`config.mk`:
```
export PLATFORM = sky130hd
export DESIGN_NAME = sdram_sched
export DESIGN_NICKNAME = d
export VERILOG_FILES = /design/src/rtl/sdram_sched.sv
export SDC_FILE = /design/constraint.sdc
export NUM_CORES = 1
export LEC_CHECK = 0
export CAP_MARGIN = 20
export CORE_MARGIN = 1
export CORE_UTILIZATION = 50
export DETAILED_ROUTE_END_ITERATION = 12
export PLACE_DENSITY_LB_ADDON = 0.25
export SLEW_MARGIN = 30
export SYNTH_ARGS = -nofsm -noshare
export SYNTH_HDL_FRONTEND = slang
export SYNTH_SLANG_ARGS = --single-unit
```
`constraint.sdc`:
```
create_clock -name CLK_48MHZ -period 3.06 [get_ports CLK_48MHZ]
set_clock_uncertainty 0.15 [all_clocks]
set_input_delay 0.918 -clock CLK_48MHZ [delete_from_list [all_inputs] [get_ports CLK_48MHZ]]
set_output_delay 0.918 -clock CLK_48MHZ [all_outputs]
set_load 0.02 [all_outputs]
```
`src/rtl/sdram_sched.sv`:
```
// sdram_sched: captures packets from NUM_CH sensor channels plus a downlink
// read request, arbitrates between them, and sequences each packet as 16-bit
// word writes (or a single read) through the SDRAM command handshake.
//
// state      | meaning
// -----------+------------------------------------------------------------
// IDLE       | no transfer in flight; arbitrate pending sources
// ISSUE      | one cycle; command, address and data registered to outputs
// WAIT_ACK   | waiting for SDRAM_STATUS to rise; re-issue on timeout
// WAIT_DONE  | interface busy; on fall advance word or finish the packet
module sdram_sched #(
    parameter int NUM_CH        = 2,
    parameter int MAX_WORDS     = 5,
    parameter int READ_PRIORITY = 1,
    parameter int ACK_TIMEOUT   = 15
) (
    input  logic                            CLK_48MHZ,
    input  logic                            RESET_N,
    input  logic [NUM_CH-1:0]               CH_VALID,
    input  logic [NUM_CH*MAX_WORDS*16-1:0]  CH_DATA,
    input  logic [NUM_CH*4-1:0]             CH_LEN,
    input  logic                            READ_CMD,
    input  logic                            SDRAM_STATUS,
    input  logic [1:0]                      BA_WRITE,
    input  logic [12:0]                     ROW_WRITE,
    input  logic [8:0]                      COL_WRITE,
    input  logic [1:0]                      BA_READ,
    input  logic [12:0]                     ROW_READ,
    input  logic [8:0]                      COL_READ,
    output logic [1:0]                      CMD_OUT,
    output logic [15:0]                     DATA_OUT,
    output logic [1:0]                      BA_OUT,
    output logic [12:0]                     ROW_OUT,
    output logic [8:0]                      COL_OUT,
    output logic                            NEXT_WRITE,
    output logic                            NEXT_READ,
    output logic [NUM_CH:0]                 DROP,
    output logic                            TIMEOUT_ERR
);

    localparam int NSLOT = NUM_CH + 1;
    localparam int SW    = $clog2(NSLOT);
    localparam int TW    = $clog2(ACK_TIMEOUT + 1);
    localparam int PW    = MAX_WORDS * 16;
    localparam logic [SW-1:0] RD_SLOT   = SW'(NUM_CH);
    localparam logic [3:0]    MAX_LEN   = 4'(MAX_WORDS);
    localparam logic [TW-1:0] TO_LOAD   = TW'(ACK_TIMEOUT - 1);

    typedef enum logic [1:0] {
        S_IDLE      = 2'd0,
        S_ISSUE     = 2'd1,
        S_WAIT_ACK  = 2'd2,
        S_WAIT_DONE = 2'd3
    } state_t;

    state_t            state_q, state_d;
    logic [SW-1:0]     slot_q, slot_d;
    logic [3:0]        idx_q, idx_d;
    logic [TW-1:0]     to_cnt_q, to_cnt_d;
    logic [SW-1:0]     rr_ptr_q, rr_ptr_d;

    logic [PW-1:0]     pkt_buf [NUM_CH];
    logic [3:0]        len_q   [NUM_CH];
    logic [NUM_CH-1:0] pending_q;
    logic              rd_pending_q;
    logic              rd_sync_q;
    logic              rd_prev_q;
    logic              rd_rise;

    logic [NUM_CH-1:0] ch_accept;
    logic [NUM_CH:0]   drop_set;
    logic [NUM_CH-1:0] clr_ch;
    logic              clr_rd;
    logic              issue;
    logic              next_w_d;
    logic              next_r_d;
    logic              to_fire;

    logic              grant_vld;
    logic [SW-1:0]     grant_slot;
    logic [NSLOT-1:0]  req;
    logic              cur_is_read;
    logic [3:0]        cur_len;
    logic [15:0]       cur_word;

    assign rd_rise     = rd_sync_q & ~rd_prev_q;
    assign req         = {rd_pending_q, pending_q};
    assign cur_is_read = (slot_q == RD_SLOT);

    // Decide per source whether an arriving request is accepted or dropped.
    always_comb begin
        ch_accept = '0;
        drop_set  = '0;
        for (int c = 0; c < NUM_CH; c++) begin
            if (CH_VALID[c]) begin
                if (pending_q[c] || (CH_LEN[4*c +: 4] == 4'd0)) begin
                    drop_set[c] = 1'b1;
                end else begin
                    ch_accept[c] = 1'b1;
                end
            end
        end
        if (rd_rise && rd_pending_q) begin
            drop_set[NUM_CH] = 1'b1;
        end
    end

    // Capture packet buffers, pending flags, read edge detect and drop flags.
    always_ff @(posedge CLK_48MHZ or negedge RESET_N) begin
        if (!RESET_N) begin
            pending_q    <= '0;
            rd_pending_q <= 1'b0;
            rd_sync_q    <= 1'b0;
            rd_prev_q    <= 1'b0;
            DROP         <= '0;
            for (int c = 0; c < NUM_CH; c++) begin
                pkt_buf[c] <= '0;
                len_q[c]   <= '0;
            end
        end else begin
            rd_sync_q    <= READ_CMD;
            rd_prev_q    <= rd_sync_q;
            pending_q    <= (pending_q & ~clr_ch) | ch_accept;
            rd_pending_q <= (rd_pending_q & ~clr_rd) | (rd_rise & ~rd_pending_q);
            DROP         <= DROP | drop_set;
            for (int c = 0; c < NUM_CH; c++) begin
                if (ch_accept[c]) begin
                    pkt_buf[c] <= CH_DATA[c*PW +: PW];
                    len_q[c]   <= (CH_LEN[4*c +: 4] > MAX_LEN) ? MAX_LEN : CH_LEN[4*c +: 4];
                end
            end
        end
    end

    // Pick the next source: read first when prioritised, else round-robin from rr_ptr.
    always_comb begin
        int s;
        s          = 0;
        grant_vld  = 1'b0;
        grant_slot = '0;
        if ((READ_PRIORITY != 0) && rd_pending_q) begin
            grant_vld  = 1'b1;
            grant_slot = RD_SLOT;
        end else begin
            for (int k = 0; k < NSLOT; k++) begin
                s = int'(rr_ptr_q) + k;
                if (s >= NSLOT) begin
                    s = s - NSLOT;
                end
                if (!grant_vld && req[s]) begin
                    grant_vld  = 1'b1;
                    grant_slot = SW'(s);
                end
            end
        end
    end

    // Select length and current word of the channel being served.
    always_comb begin
        cur_len  = '0;
        cur_word = '0;
        for (int c = 0; c < NUM_CH; c++) begin
            if (slot_q == SW'(c)) begin
                cur_len = len_q[c];
                for (int w = 0; w < MAX_WORDS; w++) begin
                    if (idx_q == 4'(w)) begin
                        cur_word = pkt_buf[c][16*w +: 16];
                    end
                end
            end
        end
    end

    // Sequencer state register.
    always_ff @(posedge CLK_48MHZ or negedge RESET_N) begin
        if (!RESET_N) begin
            state_q  <= S_IDLE;
            slot_q   <= '0;
            idx_q    <= '0;
            to_cnt_q <= '0;
            rr_ptr_q <= '0;
        end else begin
            state_q  <= state_d;
            slot_q   <= slot_d;
            idx_q    <= idx_d;
            to_cnt_q <= to_cnt_d;
            rr_ptr_q <= rr_ptr_d;
        end
    end

    // Sequencer next state; timeout is a down-counter loaded when leaving ISSUE.
    always_comb begin
        state_d  = state_q;
        slot_d   = slot_q;
        idx_d    = idx_q;
        to_cnt_d = to_cnt_q;
        rr_ptr_d = rr_ptr_q;
        clr_ch   = '0;
        clr_rd   = 1'b0;
        issue    = 1'b0;
        next_w_d = 1'b0;
        next_r_d = 1'b0;
        to_fire  = 1'b0;
        case (state_q)
            S_IDLE: begin
                if (grant_vld && !SDRAM_STATUS) begin
                    state_d  = S_ISSUE;
                    slot_d   = grant_slot;
                    idx_d    = '0;
                    rr_ptr_d = (grant_slot == RD_SLOT) ? '0 : grant_slot + 1'b1;
                end
            end
            S_ISSUE: begin
                issue    = 1'b1;
                to_cnt_d = TO_LOAD;
                state_d  = S_WAIT_ACK;
            end
            S_WAIT_ACK: begin
                if (SDRAM_STATUS) begin
                    state_d = S_WAIT_DONE;
                end else if (to_cnt_q == '0) begin
                    to_fire = 1'b1;
                    state_d = S_ISSUE;
                end else begin
                    to_cnt_d = to_cnt_q - 1'b1;
                end
            end
            S_WAIT_DONE: begin
                if (!SDRAM_STATUS) begin
                    if (cur_is_read) begin
                        next_r_d = 1'b1;
                        clr_rd   = 1'b1;
                        state_d  = S_IDLE;
                    end else begin
                        next_w_d = 1'b1;
                        if ((idx_q + 4'd1) < cur_len) begin
                            idx_d   = idx_q + 4'd1;
                            state_d = S_ISSUE;
                        end else begin
                            for (int c = 0; c < NUM_CH; c++) begin
                                if (slot_q == SW'(c)) begin
                                    clr_ch[c] = 1'b1;
                                end
                            end
                            state_d = S_IDLE;
                        end
                    end
                end
            end
            default: state_d = S_IDLE;
        endcase
    end

    // Registered command outputs; data/address hold until the next issue.
    always_ff @(posedge CLK_48MHZ or negedge RESET_N) begin
        if (!RESET_N) begin
            CMD_OUT     <= 2'b00;
            DATA_OUT    <= '0;
            BA_OUT      <= '0;
            ROW_OUT     <= '0;
            COL_OUT     <= '0;
            NEXT_WRITE  <= 1'b0;
            NEXT_READ   <= 1'b0;
            TIMEOUT_ERR <= 1'b0;
        end else begin
            CMD_OUT    <= 2'b00;
            NEXT_WRITE <= next_w_d;
            NEXT_READ  <= next_r_d;
            if (to_fire) begin
                TIMEOUT_ERR <= 1'b1;
            end
            if (issue) begin
                if (cur_is_read) begin
                    CMD_OUT <= 2'b01;
                    BA_OUT  <= BA_READ;
                    ROW_OUT <= ROW_READ;
                    COL_OUT <= COL_READ;
                end else begin
                    CMD_OUT  <= 2'b10;
                    DATA_OUT <= cur_word;
                    BA_OUT   <= BA_WRITE;
                    ROW_OUT  <= ROW_WRITE;
                    COL_OUT  <= COL_WRITE;
                end
            end
        end
    end

endmodule

```
## After elaboration in Yosys (flattened, before gate mapping)

Cells that the tools add are included.

- Output and inout port bits: 48
- Register bits: 235
- Word-level logic and storage cells: 177
- Bits of input ports: 222

- Add/subtract/negate cells: 8
- Reductions and logical operators: 22
- Muxes and demuxes: 87
- Equal/unequal tests: 17
- Bitwise gates (word level): 12
- $lt $le $gt $ge: 9

Operators by type and width:

| kind | number |
|---|---|
| $mux 16 | 12 |
| $mux 32 | 6 |
| $lt 32x4->1 const B | 3 |
| $mux 4 | 10 |
| $mux 1 | 35 |
| $mux 2 | 16 |
| $logic_not 4->1 | 4 |
| $pmux 4 s2 | 2 |
| $mux 13 | 1 |
| $ne 2x2->1 const B | 6 |
| $mux 9 | 1 |
| $eq 2x2->1 const B | 4 |
| $eq 4x2->1 const B | 2 |
| $gt 4x3->1 const B | 2 |
| $pmux 2 s4 | 1 |
| $sub 3x2->4 const B | 2 |
| $bmux 1 s2 | 3 |
| $ge 3x2->1 const B | 2 |
| $reduce_and 3->1 | 2 |
| $reduce_and 5->1 | 1 |
| $add 4x1->4 const B | 1 |
| $eq 2x1->1 const B | 2 |
| $eq 4x1->1 const B | 1 |
| $eq 4x3->1 const B | 1 |
| other kinds (21) | 35 |

## Depth between registers and ports, before layout

- Word-level depth: 19
- Depth in mapped cells: 10
- Mapped depth without buffers: 7

## Worst setup path before layout

OpenSTA, ideal clock, no wires.

- Path type: register to register
- Start: register idx_q[0]
- End: register idx_q[2]
- Path buffers: 1
- Data required time: 2783 ps
- Arrival: 2090 ps
- Period minus slack after synthesis: 2367 ps
- Library setup time: 127 ps
- Slack: 693 ps
- Cell stages (with the launch flop): 9
- Path through: dfrtp_1 ha_1 clkbuf_1 xor2_1 ha_1 o211ai_1 o21a_1 and3_1 a311o_2

- Longest elaborated chain between the ends: 5
- Elaborated cells on any way between the ends: 8
- Those cells by class: add/sub (1); order compare (1); eq/ne (1); mux (4); reduce/logical (1)

RTL lines:

| element | RTL line | text |
|---|---|---|
| start: declaration | 58 | `logic [3:0] idx_q, idx_d;` |
| start signal: assignment | 185 | `idx_q <= idx_d;` |
| $add 4x1->4 (*) | 236, 237 |  |
| parallel branches: the longest is 4 deep, another holds $lt 4x4->1 | n/a |  |

Every way passes the cells marked *. The select of a mux whose other input is x is not followed.
A chain may end at the register's enable or synchronous reset.

## Final worst setup path

- Start: register slot_q[0]
- End: register idx_q[1]

- Longest elaborated chain between the ends: 6
- Elaborated cells on any way between the ends: 9
- Those cells by class: order compare (1); eq/ne (4); mux (2); reduce/logical (2)

RTL lines:

| element | RTL line | text |
|---|---|---|
| start: declaration | 57 | `logic [SW-1:0] slot_q, slot_d;` |
| start signal: assignment | 184 | `slot_q <= slot_d;` |
| $logic_not 2->1 | 163 | `if (slot_q == SW'(c)) begin` |
| $mux 4 (2 in series) | 163 |  |
| $lt 4x4->1 | 236 | `if ((idx_q + 4'd1) < cur_len) begin` |
| $ne 2x2->1 (no source line) | n/a |  |
| $reduce_and 5->1 (no source line) (*) | n/a |  |

Every way passes the cells marked *; elsewhere a longest branch is shown, timed or not.

==> parameters.txt <==
Parameter                              Value

Yosys
  Area fraction in compound gates after synthesis ... 15.89%
  Number of nets in the synthesized netlist ... 1219
  Adder and majority cell fraction of the synthesized area ... 1.240%
  Combinational family with the most area after synthesis ... compound AO/OA/AOI/OAI gates
  Area share of xor/xnor cells in the synthesized design ... 0.2410%
  Netlist cell types ... 57
  Top FF cell, synth ... sky130_fd_sc_hd__dfrtp_1
  Area share of the largest cell type after synthesis ... 53.95%
  Average instance area after synthesis ... 11.04 µm²
  Leading post-synthesis cells by instance count ... sky130_fd_sc_hd__dfrtp_1 (235), sky130_fd_sc_hd__mux2_2 (144), sky130_fd_sc_hd__nand2_1 (109), sky130_fd_sc_hd__o21ai_0 (80), sky130_fd_sc_hd__a21oi_1 (59)
  Syn Inst Count ... 987
  Synth async-reset ratio ... 100.0%
  Mux cell area share after synthesis ... 15.52%
  Synth Register Bits ... 235
  Synth area leaders ... sky130_fd_sc_hd__dfrtp_1 (54%), sky130_fd_sc_hd__mux2_2 (15%), sky130_fd_sc_hd__nand2_1 (3.8%)
  Sequential-to-total area share from yosys stat ... 53.95%
  Syn Std Cell Area ... 10900 µm²
  Cell with the most instances after synthesis ... sky130_fd_sc_hd__dfrtp_1
  Post-synthesis cell type with the largest combined area ... sky130_fd_sc_hd__dfrtp_1
  YS warnings ... 0
  Number of synthesized flops with an enable pin ... 0
  Basic-gate share of the synthesized area counting and, or, nand and nor cells ... 8.942%

Critical path
  Req. time, crit path ... 3.30 ns
  Worst endpoint data arrival time ... 2.94 ns
  Top fanout value on the critical path ... 12
  Kind of start point of the critical path ... flop
  Worst setup EP type ... flop
  Worst Setup Path Type ... flop to flop

Clock network
  Clock-pin transition on the worst setup and hold timing paths ... 0.06 ns
  H-tree levels ... 1
  Number of buffers between clock root and the deepest sink ... 3
  Num CTS Buffers ... 26
  Post-CTS Setup Repair Bufs ... 0
  Worst skew pair latency ... 0.53 ns
  Number of clock sinks seen by CTS ... 235
  Hold buffer count at CTS ... 0
  Cell at the root of the clock tree ... sky130_fd_sc_hd__clkbuf_16
  Post-CTS Resized ... 0
  CTS tree ... yes

Place
  RePlAce Congestion ... 0.7921
  Instance area after placement ... 14010 µm²
  Number of placed instances with taps included ... 1492
  Port Buffers ... 269
  Setup WS pre-CTS ... 0.07070 ns
  HPWL after DPL ... 20910 µm

Power
  Worst IR Drop VDD ... 619.0 µV
  Cell area power density ... 976.8 nW/µm²
  Power consumption ... 14520 µW
  Reg power frac ... 37.8%
  Sw power ... 5237 µW
  Switching Share ... 36.07%
  Clk pwr share ... 21.3%
  Int Power ... 9282 µW
  Leakage power ... 0.006083 µW
  Combinational fraction of design power ... 40.8%

GRT
  First-pass GRT wire length ... 46410 µm
  Maximum number of pins on one net before global-route repair ... 83
  Number of global-route vias before repair ... 8543
  Initial antenna violation count ... 1
  Aggregate global-route resource usage ... 26.80%
  Residual overflow from global routing ... 0

Route
  WL met3 ... 2289 µm
  Vias per std cell ... 5.648
  Total iterations of the first detailed-routing run ... 5
  Detailed-routed wire length on met2 ... 13680 µm
  Topmost layer with routed signal wires ... met5
  Total detailed-routing wirelength ... 29770 µm
  Number of antenna-violating nets in the routed design ... 0
  Via count ... 8693
  First-iteration detailed-routing DRC count ... 606
  Routed length on met1 ... 13250 µm
  Detailed-route DRC error count ... 0
  Average wire per cell in the routed design ... 19.34 µm

Finish
  Total Nets Final ... 1477
  Antenna Diode Count ... 0
  Final non-filler cell total ... 1539
  Area grow syn2layout ... 36.35%
  Cell area after layout ... 14860 µm²
  Share of post-route cells with drive strength above 1 ... 19.62%

STA
  Post-route clock period utilization ... 88.14%
  RSZ-0062 raised after global routing ... no
  Final hold violation count ... 0
  Aggregate negative setup slack ... 0 ns
  Slew at the pin with the worst max-slew slack ... 0.6775 ns
  Final slew viol count ... 0
  Setup slack of the critical path after layout ... 0.3631 ns
  Upper clock frequency limit ... 0.3708 GHz
  Final setup viols ... 0
  Relative slew slack ... 54.74%
  Fin crit period ... 2.697 ns

Floorplan
  Vertical extent of the die ... 149.7 µm
  Num ports ... 270
  Area of the die ... 22400 µm²
  Die outline width ... 149.7 µm
  Initial standard-cell utilization of the core ... 51.37%
  Cell row count ... 53
  Standard cell core area ... 21220 µm²

Status
  Outcome ... complete, no violations

Run
  MaxCap Viol Count ... 0

Worst hold path
  Hold Path Class ... input port to asynchronous set/reset pin
flip-flops by register name, summed over array words and instances (netlist names), 2 cells and up:
| name | flops |
|---|---|
| slot_q | 2 |
| COL_OUT | 9 |
| len_q | 8 |
| CMD_OUT | 2 |
| pkt_buf | 160 |
| DROP | 3 |
| BA_OUT | 2 |
| ROW_OUT | 13 |
| rr_ptr_q | 2 |
| idx_q | 4 |
| to_cnt_q | 4 |
| DATA_OUT | 16 |
| state_q | 2 |
| pending_q | 2 |
critical path: stages, from the launching register on:
cell and delay, ns:
sky130_fd_sc_hd__dfrtp_1 0.69, sky130_fd_sc_hd__mux2i_1 0.14, sky130_fd_sc_hd__or2_2 0.29, sky130_fd_sc_hd__ha_1 0.20, sky130_fd_sc_hd__nor4_1 0.39, sky130_fd_sc_hd__o21ai_1 0.21
sky130_fd_sc_hd__o22ai_1 0.35, sky130_fd_sc_hd__o22ai_1 0.13
per-layer routing:
layer	GRT usage, %	vias up
met5	0	-
met4	6.313	2
met3	5.396	48
met2	42.55	326
met1	37.83	4288
li1	-	4029
placed cells by master, fill, tap and decap left out, drive strengths merged, types with 7 or more instances in the layout:
cell type and instances:
o211ai 19, nor2b 7, a32oi 13, mux2i 7, clkbuf 41, a2bb2oi 13, clkdlybuf4s50 268, nand2b 20
nor4 7, ha 10, a22o 13, nand3 11, o21a 14, a21oi 68, nor2 39, a31oi 25
inv 31, nand2 109, buf 35, dfrtp 235, mux2 144, o21ai 81
cells by family after synthesis:
kind of cell	Yosys count
flops	235
compound gates	271
simple gates	212
fa+ha+maj	11
mux	151
xor+xnor	3
buf+inv	104
stage by stage:
stage          hold slack, ns  utilization (%)
6_report               0.2051            70.04
5_1_grt                0.2307            70.04
4_1_cts                0.2168            70.04
3_5_place_dp           0.2244            66.01
3_3_place_gp           0.2176            66.01
2_1_floorplan          0.2046                -
worst paths after layout:
| path | from | end | slack, ns | depth (start not counted) |
|---|---|---|---|---|
| max | slot_q[0]$_DFFE_PN0P_ | idx_q[1]$_DFFE_PN0P_ | 0.36 | 7 |
| min | RESET_N | ROW_OUT[4]$_DFFE_PN0P_ | 0.21 | 1 |
| max reg2reg | slot_q[0]$_DFFE_PN0P_ | idx_q[1]$_DFFE_PN0P_ | 0.36 | 7 |
| min reg2reg | rd_sync_q$_DFF_PN0_ | rd_prev_q$_DFF_PN0_ | 0.23 | 0 |
| max in group asynchronous | RESET_N | pkt_buf[86]$_DFFE_PN0P_ | 1.86 | 2 |
| min in group CLK_48MHZ | rd_sync_q$_DFF_PN0_ | rd_prev_q$_DFF_PN0_ | 0.23 | 0 |
layout make-up:
| cell class | instances | area (µm²) |
|---|---|---|
| fillers | 1519 | 6357 |
| flip-flops and latches | 235 | 5881 |
| multi-input cells | 648 | 4588 |
| repair buffers | 303 | 3078 |
| clock buffers | 41 | 787.0 |
| well taps | 275 | 344.1 |
| inverters | 31 | 116.4 |
| clock inverters | 6 | 68.82 |
power by group through the flow:
stage	registers (µW)	logic (µW)	clock network (µW)
after detailed placement	5520	5890	0
after global placement	5450	5730	0
after CTS	5480	5940	3140
after floorplan	5530	3620	0
after global routing	5670	6490	3280
final	5490	5930	3100
Power figures use the tool's default switching activity.
